===== src/rtl/power_pkg.sv =====
// Shared constants and types for the power window logger slice.
package power_pkg;

  localparam int         FRAME_LEN      = 5;
  localparam logic [7:0] DEFAULT_HEADER = 8'hA5;

  typedef enum logic {
    IDLE = 1'b0,
    SEND = 1'b1
  } state_e;

  function automatic logic [7:0] frame_chk(input logic [7:0] avg,
                                           input logic [7:0] max_val,
                                           input logic [7:0] min_val);
    return avg ^ max_val ^ min_val;
  endfunction

endpackage


===== src/rtl/window_stats.sv =====
// Running sum/max/min over a window of 2^WINDOW_LOG2 valid samples.
// Report outputs include the sample taken on the completing edge.
module window_stats #(
  parameter int WINDOW_LOG2 = 4
) (
  input  logic       clk,
  input  logic       rst,
  input  logic [7:0] sample_in,
  input  logic       sample_valid,
  output logic       done,
  output logic [7:0] avg,
  output logic [7:0] max_val,
  output logic [7:0] min_val
);

  localparam int SW = WINDOW_LOG2 + 8;

  logic [SW-1:0]          sum_q, sum_d, sum_inc;
  logic [7:0]             max_q, max_d, max_inc;
  logic [7:0]             min_q, min_d, min_inc;
  logic [WINDOW_LOG2-1:0] cnt_q, cnt_d;

  always_ff @(posedge clk or posedge rst) begin
    if (rst) begin
      sum_q <= '0;
      max_q <= 8'h00;
      min_q <= 8'hFF;
      cnt_q <= '0;
    end else begin
      sum_q <= sum_d;
      max_q <= max_d;
      min_q <= min_d;
      cnt_q <= cnt_d;
    end
  end

  always_comb begin
    sum_inc = sum_q + {{WINDOW_LOG2{1'b0}}, sample_in};
    max_inc = (sample_in > max_q) ? sample_in : max_q;
    min_inc = (sample_in < min_q) ? sample_in : min_q;
    done    = sample_valid && (cnt_q == {WINDOW_LOG2{1'b1}});
    sum_d   = sum_q;
    max_d   = max_q;
    min_d   = min_q;
    cnt_d   = cnt_q;
    // The completing sample is folded into the report, then the window restarts.
    if (done) begin
      sum_d = '0;
      max_d = 8'h00;
      min_d = 8'hFF;
      cnt_d = '0;
    end else if (sample_valid) begin
      sum_d = sum_inc;
      max_d = max_inc;
      min_d = min_inc;
      cnt_d = cnt_q + WINDOW_LOG2'(1);
    end else begin
      cnt_d = cnt_q;
    end
  end

  assign avg     = sum_inc[SW-1:WINDOW_LOG2];
  assign max_val = max_inc;
  assign min_val = min_inc;

endmodule


===== src/rtl/power_window_logger.sv =====
// Window statistics logger: turns each finished window into a 5-byte frame
// streamed out over valid/ready; reports arriving mid-frame are dropped.
module power_window_logger
  import power_pkg::*;
#(
  parameter int         WINDOW_LOG2 = 4,
  parameter logic [7:0] HEADER      = DEFAULT_HEADER
) (
  input  logic       clk,
  input  logic       rst,
  input  logic [7:0] sample_in,
  input  logic       sample_valid,
  output logic [7:0] out_data,
  output logic       out_valid,
  input  logic       out_ready,
  output logic       overrun
);

  localparam logic [2:0] LAST_IDX = 3'(FRAME_LEN - 1);

  state_e                    state_q, state_d;
  logic [2:0]                idx_q, idx_d;
  logic [FRAME_LEN-1:0][7:0] frame_q, frame_d, new_frame;
  logic                      overrun_q, overrun_d;
  logic [7:0]                out_data_q, out_data_d;
  logic                      out_valid_q, out_valid_d;
  logic                      win_done, hs, last_hs;
  logic [7:0]                w_avg, w_max, w_min;

  window_stats #(.WINDOW_LOG2(WINDOW_LOG2)) u_stats (
    .clk          (clk),
    .rst          (rst),
    .sample_in    (sample_in),
    .sample_valid (sample_valid),
    .done         (win_done),
    .avg          (w_avg),
    .max_val      (w_max),
    .min_val      (w_min)
  );

  assign new_frame = {frame_chk(w_avg, w_max, w_min), w_min, w_max, w_avg, HEADER};
  assign hs        = out_valid_q && out_ready;
  assign last_hs   = hs && (idx_q == LAST_IDX);

  always_ff @(posedge clk or posedge rst) begin
    if (rst) begin
      state_q     <= IDLE;
      idx_q       <= 3'd0;
      frame_q     <= '0;
      overrun_q   <= 1'b0;
      out_data_q  <= 8'h00;
      out_valid_q <= 1'b0;
    end else begin
      state_q     <= state_d;
      idx_q       <= idx_d;
      frame_q     <= frame_d;
      overrun_q   <= overrun_d;
      out_data_q  <= out_data_d;
      out_valid_q <= out_valid_d;
    end
  end

  always_comb begin
    state_d   = state_q;
    idx_d     = idx_q;
    frame_d   = frame_q;
    overrun_d = overrun_q;
    case (state_q)
      IDLE: begin
        if (win_done) begin
          state_d = SEND;
          idx_d   = 3'd0;
          frame_d = new_frame;
        end else begin
          state_d = IDLE;
        end
      end
      SEND: begin
        // A report landing on the final handshake chains straight into a new frame.
        if (last_hs) begin
          idx_d = 3'd0;
          if (win_done) begin
            state_d = SEND;
            frame_d = new_frame;
          end else begin
            state_d = IDLE;
          end
        end else begin
          if (hs) begin
            idx_d = idx_q + 3'd1;
          end else begin
            idx_d = idx_q;
          end
          if (win_done) begin
            overrun_d = 1'b1;
          end else begin
            overrun_d = overrun_q;
          end
        end
      end
      default: begin
        state_d = IDLE;
        idx_d   = 3'd0;
      end
    endcase
  end

  always_comb begin
    out_valid_d = (state_d == SEND);
    if (state_d == SEND) begin
      out_data_d = frame_d[idx_d];
    end else begin
      out_data_d = out_data_q;
    end
  end

  assign out_data  = out_data_q;
  assign out_valid = out_valid_q;
  assign overrun   = overrun_q;

endmodule


===== config.mk =====
export PLATFORM = sky130hd
export DESIGN_NAME = power_window_logger
export DESIGN_NICKNAME = d
export VERILOG_FILES = /design/src/rtl/power_pkg.sv /design/src/rtl/window_stats.sv /design/src/rtl/power_window_logger.sv
export SDC_FILE = /design/constraint.sdc
export NUM_CORES = 1
export LEC_CHECK = 0
export CORE_ASPECT_RATIO = 0.6
export CORE_MARGIN = 2
export CORE_UTILIZATION = 60
export DETAILED_ROUTE_END_ITERATION = 10
export HOLD_SLACK_MARGIN = 0.1
export PLACE_DENSITY = 0.79
export SYNTH_ARGS = -nofsm -noshare
export SYNTH_HDL_FRONTEND = slang
export SYNTH_SLANG_ARGS = --single-unit

===== constraint.sdc =====
create_clock -name clk -period 3.25 [get_ports clk]
set_clock_uncertainty 0.2 [all_clocks]
set_input_delay 0.65 -clock clk [delete_from_list [all_inputs] [get_ports clk]]
set_output_delay 0.65 -clock clk [all_outputs]
set_load 0.005 [all_outputs]

# Word level (Yosys, flattened, before mapping)
# Index checks and enable logic that the tools add are counted.
dict set report op_classes {
  add_sub_neg 3
  n_bitwise 4
  n_lt_le_gt_ge 3
  n_eq_ne 2
  n_reduce_logical 5
  mux 22
}
# cell count
set op_table {}
lappend op_table {{$mux W40} 2}
lappend op_table {{$pmux W40 S2} 1}
lappend op_table {{$mux W8} 7}
lappend op_table {{$bmux W8 S3} 1}
lappend op_table {{$mux W12} 2}
lappend op_table {{$xor A8 B8 Y8} 2}
lappend op_table {{$add A12 B8 Y12} 1}
lappend op_table {{$mux W3} 3}
lappend op_table {{$gt A8 B8 Y1} 1}
lappend op_table {{$lt A8 B8 Y1} 1}
lappend op_table {{$mux W4} 2}
lappend op_table {{$pmux W3 S2} 1}
lappend op_table {{$add A4 B1 Y4 const B} 1}
lappend op_table {{$eq A4 B4 Y1 const B} 1}
lappend op_table {{$lt A3 B4 Y1 const B} 1}
lappend op_table {{$add A3 B1 Y3 const B} 1}
lappend op_table {{$eq A3 B3 Y1 const B} 1}
lappend op_table {{$logic_and A1 B1 Y1} 3}
lappend op_table {{$reduce_and A3 Y1} 1}
lappend op_table {{$mux W1} 2}
lappend op_table {{$not A1 Y1} 2}
lappend op_table {{$pmux W1 S2} 1}
lappend op_table {{$reduce_bool A2 Y1} 1}
dict set report totals {
  inputBits 12
  out_inout_bits 10
  register_bits 85
  elab_cells 52
}

# Depth between registers and ports, before layout
# Gate-level depths: netlist of the first run.
dict set report logic_depth {
  ltp_word 9
  mapped_depth 11
  mapped_depth_nobuf 11
}

# By module
# A second synthesis of the first run with hierarchy kept.
dict set report unflattened {
  hier_cells 425
  area_unflattened_um2 4775.8
}
# module n_inst area_each_um2 cells_per_inst seq_area_each_um2
set by_module_without_submodules {}
lappend by_module_without_submodules {power_window_logger 1 2491.1 197 1326.3}
lappend by_module_without_submodules {window_stats 1 2284.7 228 810.8}

# Worst setup path before layout of the first run
# OpenSTA, ideal clock, no wires.
dict set report synth_path {
  kind {input -> register}
  start {input port sample_in[1]}
  end {register frame_q[36] (netlist name)}
  path_buffers 1
  stages 10
  required_time_ns 2.927
  setup_time_ns 0.123
  arrival_time_ns 2.405
  slack_ns 0.521
  path_cell_list {ha_1 nor2b_1 o211ai_1 a21oi_1 o22ai_1 buf_4 mux2i_1 xor2_1 xnor2_1 o21ai_1}
}
# element line
set synth_rtl {}
lappend synth_rtl {{from (decl)} power_window_logger.sv:11} ;# input logic [7:0] sample_in,
lappend synth_rtl {{to (signal assigned)} power_window_logger.sv:56} ;# frame_q <= frame_d;
lappend synth_rtl {{to (decl)} power_window_logger.sv:23} ;# logic [FRAME_LEN-1:0][7:0] frame_q, frame_d, new_frame;

==> out/metrics.csv, run 1 <==
metric,value,unit
cts_buffers,9,
num_io_pins,22,
yosysUniqueCellTypes,58,
yosysSeqAreaShare,46.2,%
status,completed,
cts_tree,done,
synth-edff-count,0,
insertedDiodeCount,0,
startpoint_type,primary input,
clk_pin_slew_worst_paths,60,ps
peakVddDrop,552,uV
p_leak,2.70,nW
critPathKind,in2reg,
die_area,8440,um2
max_freq,0.324,GHz
worstMarginPinSlew,535,ps
port_buffers,21,
grt-ovfl-total,0,
slew_headroom,63.4,%
drc,0,
clkLatencyLatePin,340,ps
grt_pass1_wl,19700,um
coreArea,7360,um2
syn_nets,530,
fin_crit,3090,ps
routed_wl,11900,um
hold_violations,0,
cp.required,3280,ps
fillers,491,
layout.cells.non_filler,674,
dr.pass1.iters,5,
place_inst,658,
cellPowerDensity,1030,nW/um2
critPathBufInv,2,
num_vias,3987,
multi_input_area,2280,um2
antenna_left,0,
area_growth,24.1,%
grt_pass1_vias,3947,
grt_setup_unrepaired,false,
vias_per_cell,5.92,
syn_area,4620,um2
setup_viol,0,
cpPeakStageDelay,500,ps
avgSynthCellArea,9.41,um2
crit_path_max_fanout,3,
wire_per_inst,17.6,um
die_h,72.0,um
rows,24,
ctsHtreeMaxLevel,3,
whs,265,ps
antenna_found_initial,0,
dp_hpwl,8640,um
track_usage,31.1,%
hold_class,reg2reg,
cpLargestDelayFamily,compound AO/OA/AOI/OAI gates,
cts_hold_buffers,0,
drt_iter0_markers,432,
grt_max_degree,58,
layout.nets,604,
async_flop_share,100,%
cts_buffer_depth,2,
ys_ff_latch,85,
cp-end-kind,register,
maxCapViolations,0,
cp.arrival,3120,ps
drv_slew,0,
ys_warn_count,0,
cts.sinks,85,
drive_gt1_share,18.1,%
cts-root-buf,clkbuf_16,
synth_cells,491,
dieWidth,117,um
gp_congestion,0.878,
timing.final.crit_share,95.0,%
synth_flop_cell,dfrtp_1,
cpMaxStageDelayCell,clkdlybuf4s50_1,
cp_cell_sequence,"clkdlybuf4s50_1, ha_1, inv_1, fa_1, nand2b_1, a21oi_2, o311a_1, o21ai_1, a21oi_1, xnor2_1, xnor2_1, o21ai_1",
regArea,2140,um2
postCtsSetupRepairBufs,0,
initial_core_util,62.8,%
-- worst register-to-register path, cell delays in order (launching register included) --
cell	delay (ps)
dfrtp_1	420
ha_1	270
and4_4	210
a21boi_2	240
a21oi_4	150
inv_2	170
nor2_1	80
nand2_1	140
nor2_2	110
a2111oi_0	560
nor2_1	70
-- worst paths after layout --
check,cells past startpoint,to,slack (ps),start
setup / recovery,12,frame_q[38],160,sample_in[0]
hold / removal,1,frame_q[7],260,frame_q[7]
setup reg to reg,10,out_data[3],510,u_stats.cnt_q[0]
hold reg to reg,1,frame_q[7],260,frame_q[7]
max in group asynchronous,3,u_stats.min_q[4],1650,rst
min in group asynchronous,2,overrun,470,rst
-- repair_timing --
| action | in CTS | in global routing |
|---|---|---|
| endpoints found under the setup margin | 0 | 3 |
| endpoints found under the hold margin | 0 | 0 |
| resized for setup | 0 | 5 |
-- registers in the layout (all words and copies together), names as in the netlist --
register,count
idx_q,3
overrun,1
u_stats.min_q,8
u_stats.cnt_q,4
u_stats.sum_q,12
u_stats.max_q,8
out_valid,1
frame_q,40
out_data,8
-- through the flow --
step / util [%] / total power [mW] / area, um2 / setup TNS, ps / setup slack [ps]
6_report: 77.9 / 5.91 / 5730 / 0 / 163
5_1_grt: 77.9 / 6.31 / 5730 / 0 / 28.7
4_1_cts: 77.7 / 5.87 / 5720 / 0 / 151
3_5_place_dp: 72.9 / 4.64 / 5360 / -1900 / -186
3_3_place_gp: 72.9 / 4.50 / 5360 / -695 / -113
2_1_floorplan: - / 3.54 / 4620 / 0 / 220
-- cell families after synthesis --
logic type	Yosys count	synth area share, %
AOI/OAI and AO/OA	133	18.3
xor gates and xnor gates	23	4.36
adders and majority gates	27	7.47
buffers and inverters	53	4.74
DFF	85	46.2
muxes	22	5.01
and+or+nand+nor	148	13.9
-- cell usage after synthesis, types with 3 or more instances --
cell type / number / share of area [%]
a21o_1: 5 / 0.81
a21oi_1: 24 / 2.6
a31oi_1: 8 / 1.1
and2_1: 5 / 0.68
buf_2: 7 / 0.76
buf_4: 3 / 0.49
clkbuf_1: 8 / 0.65
dfrtp_1: 77 / 42
dfstp_2: 8 / 4.5
ha_1: 26 / 7.0
inv_1: 33 / 2.7
mux2_2: 4 / 0.97
mux2i_1: 15 / 3.2
nand2_1: 70 / 5.7
nand2b_1: 7 / 0.95
nand3_1: 4 / 0.43
nand4_1: 6 / 0.81
nor2_1: 43 / 3.5
nor2b_1: 3 / 0.41
nor3_1: 4 / 0.43
o211ai_1: 3 / 0.49
o21a_1: 5 / 0.81
o21ai_0: 32 / 3.5
o21ai_1: 15 / 1.6
o22ai_1: 15 / 2.0
xnor2_1: 19 / 3.6
xor2_1: 4 / 0.76
-- layout make-up --
type	instances	share of cell area [%]
clock buffers	12	4.47
well taps	104	2.27
multi-input cells	353	39.8
flip-flops and latches	85	37.3
inverters	35	2.31
repair buffers	81	12.3
clock inverters	4	1.66
-- cell usage in the layout (no fill, tap or decap), types with 19 or more instances in the layout --
cell type / count
nor2_1: 43
xnor2_1: 19
o21ai_0: 32
a21oi_1: 22
dfrtp_1: 77
clkdlybuf4s50_1: 19
inv_1: 32
nand2_1: 70
buf_4: 57
ha_1: 26
-- metal layers --
layer  track usage (%)  wire length (um)
met5                 0                 0
met4              9.93               294
met3              7.10               741
met2              48.1              5420
met1              44.3              5430
-- power breakdown --
group	total (mW)	switching [mW]	internal, mW
clock	1.20	0.405	0.792
combinational	2.87	1.47	1.39
sequential	1.85	0.320	1.53
total	5.91	2.20	3.71
Note: power is estimated with default switching activity, not from simulation.
==> run 2: changes to the inputs <==
--- a/config.mk
+++ b/config.mk
@@ -6,7 +6,7 @@
 export NUM_CORES = 1
 export LEC_CHECK = 0
 export CORE_ASPECT_RATIO = 0.6
-export CORE_MARGIN = 2
+export CORE_MARGIN = 1
 export CORE_UTILIZATION = 60
 export DETAILED_ROUTE_END_ITERATION = 10
 export HOLD_SLACK_MARGIN = 0.1
==> run 2 against run 1 <==
  * Register-to-register slack barely moved
  * Critical path depth is 1 lower
  * Setup slack lost 56 ps
  * Die area shrank 4.4%
  * Design area decreased by 0.76%
  * Non-clock buffer count up 1
  * Via count fell by 1.3%
==> out/metrics.csv, run 2 (synthesis gave the netlist of run 1 again) <==
metric,value,unit
hold_path_end,overrun,
clk_pin_slew_worst_paths,60,ps
drc,0,
grt_max_degree,55,
hp-start,overrun,
dp_hpwl,8540,um
top_regs,"frame_q x40, u_stats.sum_q x12",
fin_crit,3140,ps
r2r-start,u_stats.min_q[5],
final_cell_mix,"77 x dfrtp_1, 70 x nand2_1, 59 x buf_4",
dieWidth,115,um
cp-end-kind,register,
final_common_cell,dfrtp_1,
p_leak,2.67,nW
slew_headroom,64.3,%
drv_slew,0,
status,completed,
holdPathStages,1,
cts_buffers,9,
largest_reg_flops,40,
drive_gt1_share,17.7,%
grt_pass1_wl,19200,um
grt_pass1_vias,3882,
num_io_pins,22,
cp.arrival,3170,ps
cp.required,3280,ps
die_h,70.0,um
startpoint_type,primary input,
coreArea,7360,um2
routed_wl,11600,um
antenna_found_initial,0,
worstMarginPinSlew,523,ps
cellPowerDensity,1020,nW/um2
max_freq,0.318,GHz
cts_buffer_depth,2,
maxCapViolations,0,
die_area,8070,um2
dr.pass1.iters,5,
r2r_end,frame_q[38],
ctsHtreeMaxLevel,3,
grt-ovfl-total,0,
setup_viol,0,
crit_path_max_fanout,7,
cts.sinks,85,
hold_violations,0,
hold_class,reg2reg,
r2r_slack,510,ps
cts-root-buf,clkbuf_16,
antenna_left,0,
timing.final.crit_share,96.7,%
num_vias,3937,
ff2ff_path_depth,10,
fin_util,77.3,%
layout.nets,605,
grt_setup_unrepaired,false,
rows,24,
clkLatencyLatePin,340,ps
fillers,506,
track_usage,32.0,%
fin_tns_setup,0,ps
gp_congestion,0.914,
vias_per_cell,5.83,
cts_tree,done,
critPathKind,in2reg,
initial_core_util,62.8,%
cts_hold_buffers,0,
area_growth,23.2,%
wire_per_inst,17.2,um
top_register,frame_q,
peakVddDrop,624,uV
whs,250,ps
insertedDiodeCount,0,
port_buffers,21,
drt_iter0_markers,321,
-- run 2: changes by cell type in the layout (fill, tap and decap cells not counted), moves of 2 or more --
cell / change
dlymetal6s2s_1: -2
a21oi_2: -2
a21oi_1: +2
clkdlybuf4s50_1: +2
buf_4: +2
-- run 2: stage by stage --
stage | area (um2) | std cells | worst slack (ps) | power, mW
after global placement | 5350 | 658 | -127 | 4.46
after floorplan | 4620 | 491 | 220 | 3.54
after global routing | 5690 | 675 | 14.3 | 6.17
after CTS | 5680 | 674 | 145 | 5.76
after detailed placement | 5350 | 658 | -191 | 4.60
final | 5690 | 675 | 107 | 5.79
-- run 2: worst max-delay path by stage --
| stage | from | to | slack, ps | cells past startpoint |
|---|---|---|---|---|
| 2_1_floorplan | rst | frame_q[0] | 220 | 1 |
| 5_1_grt | sample_in[0] | frame_q[36] | 10 | 12 |
| 4_1_cts | sample_in[1] | out_data[7] | 150 | 12 |
| 3_5_place_dp | sample_in[1] | frame_q[35] | -190 | 11 |
| 6_report | sample_in[1] | frame_q[35] | 110 | 11 |
| 3_3_place_gp | sample_in[0] | frame_q[36] | -130 | 12 |
-- run 2: worst max-delay path: stages --
cell and delay [ps]:
clkdlybuf4s50_1 480, ha_1 360, nor2b_1 140, o211ai_1 230
a21oi_1 140, o22ai_1 160, buf_4 200, mux2i_1 310
xor2_1 260, xnor2_1 150, o21ai_1 70
-- run 2: metal layers --
metal  GRT usage (%)  share of wire, %
met1            43.5                45
met3            10.3               8.2
met5               0                 0
met2            48.0                45
met4            11.8               2.1
-- run 2: where the power goes --
group | leakage, nW | internal [mW] | switching (mW)
logic | 1.45 | 1.35 | 1.47
clock network | 0.163 | 0.712 | 0.402
registers | 1.06 | 1.53 | 0.319
-- run 2: repair_timing --
| action | CTS | global route |
|---|---|---|
| endpoints found under the setup margin | 0 | 1 |
| gates resized for setup | 0 | 1 |
| endpoints found under the hold margin | 0 | 0 |
| buffers inserted | 0 | 1 |
-- run 2: cell type report --
| cell class | instances | area (um2) | area share (%) |
|---|---|---|---|
| clock inverters | 4 | 70.1 | 1.23 |
| clock buffers | 12 | 256 | 4.51 |
| repair buffers | 82 | 693 | 12.2 |
| inverters | 35 | 133 | 2.33 |
| multi-input cells | 353 | 2270 | 39.9 |
| well taps | 104 | 130 | 2.29 |
| flip-flops and latches | 85 | 2140 | 37.6 |
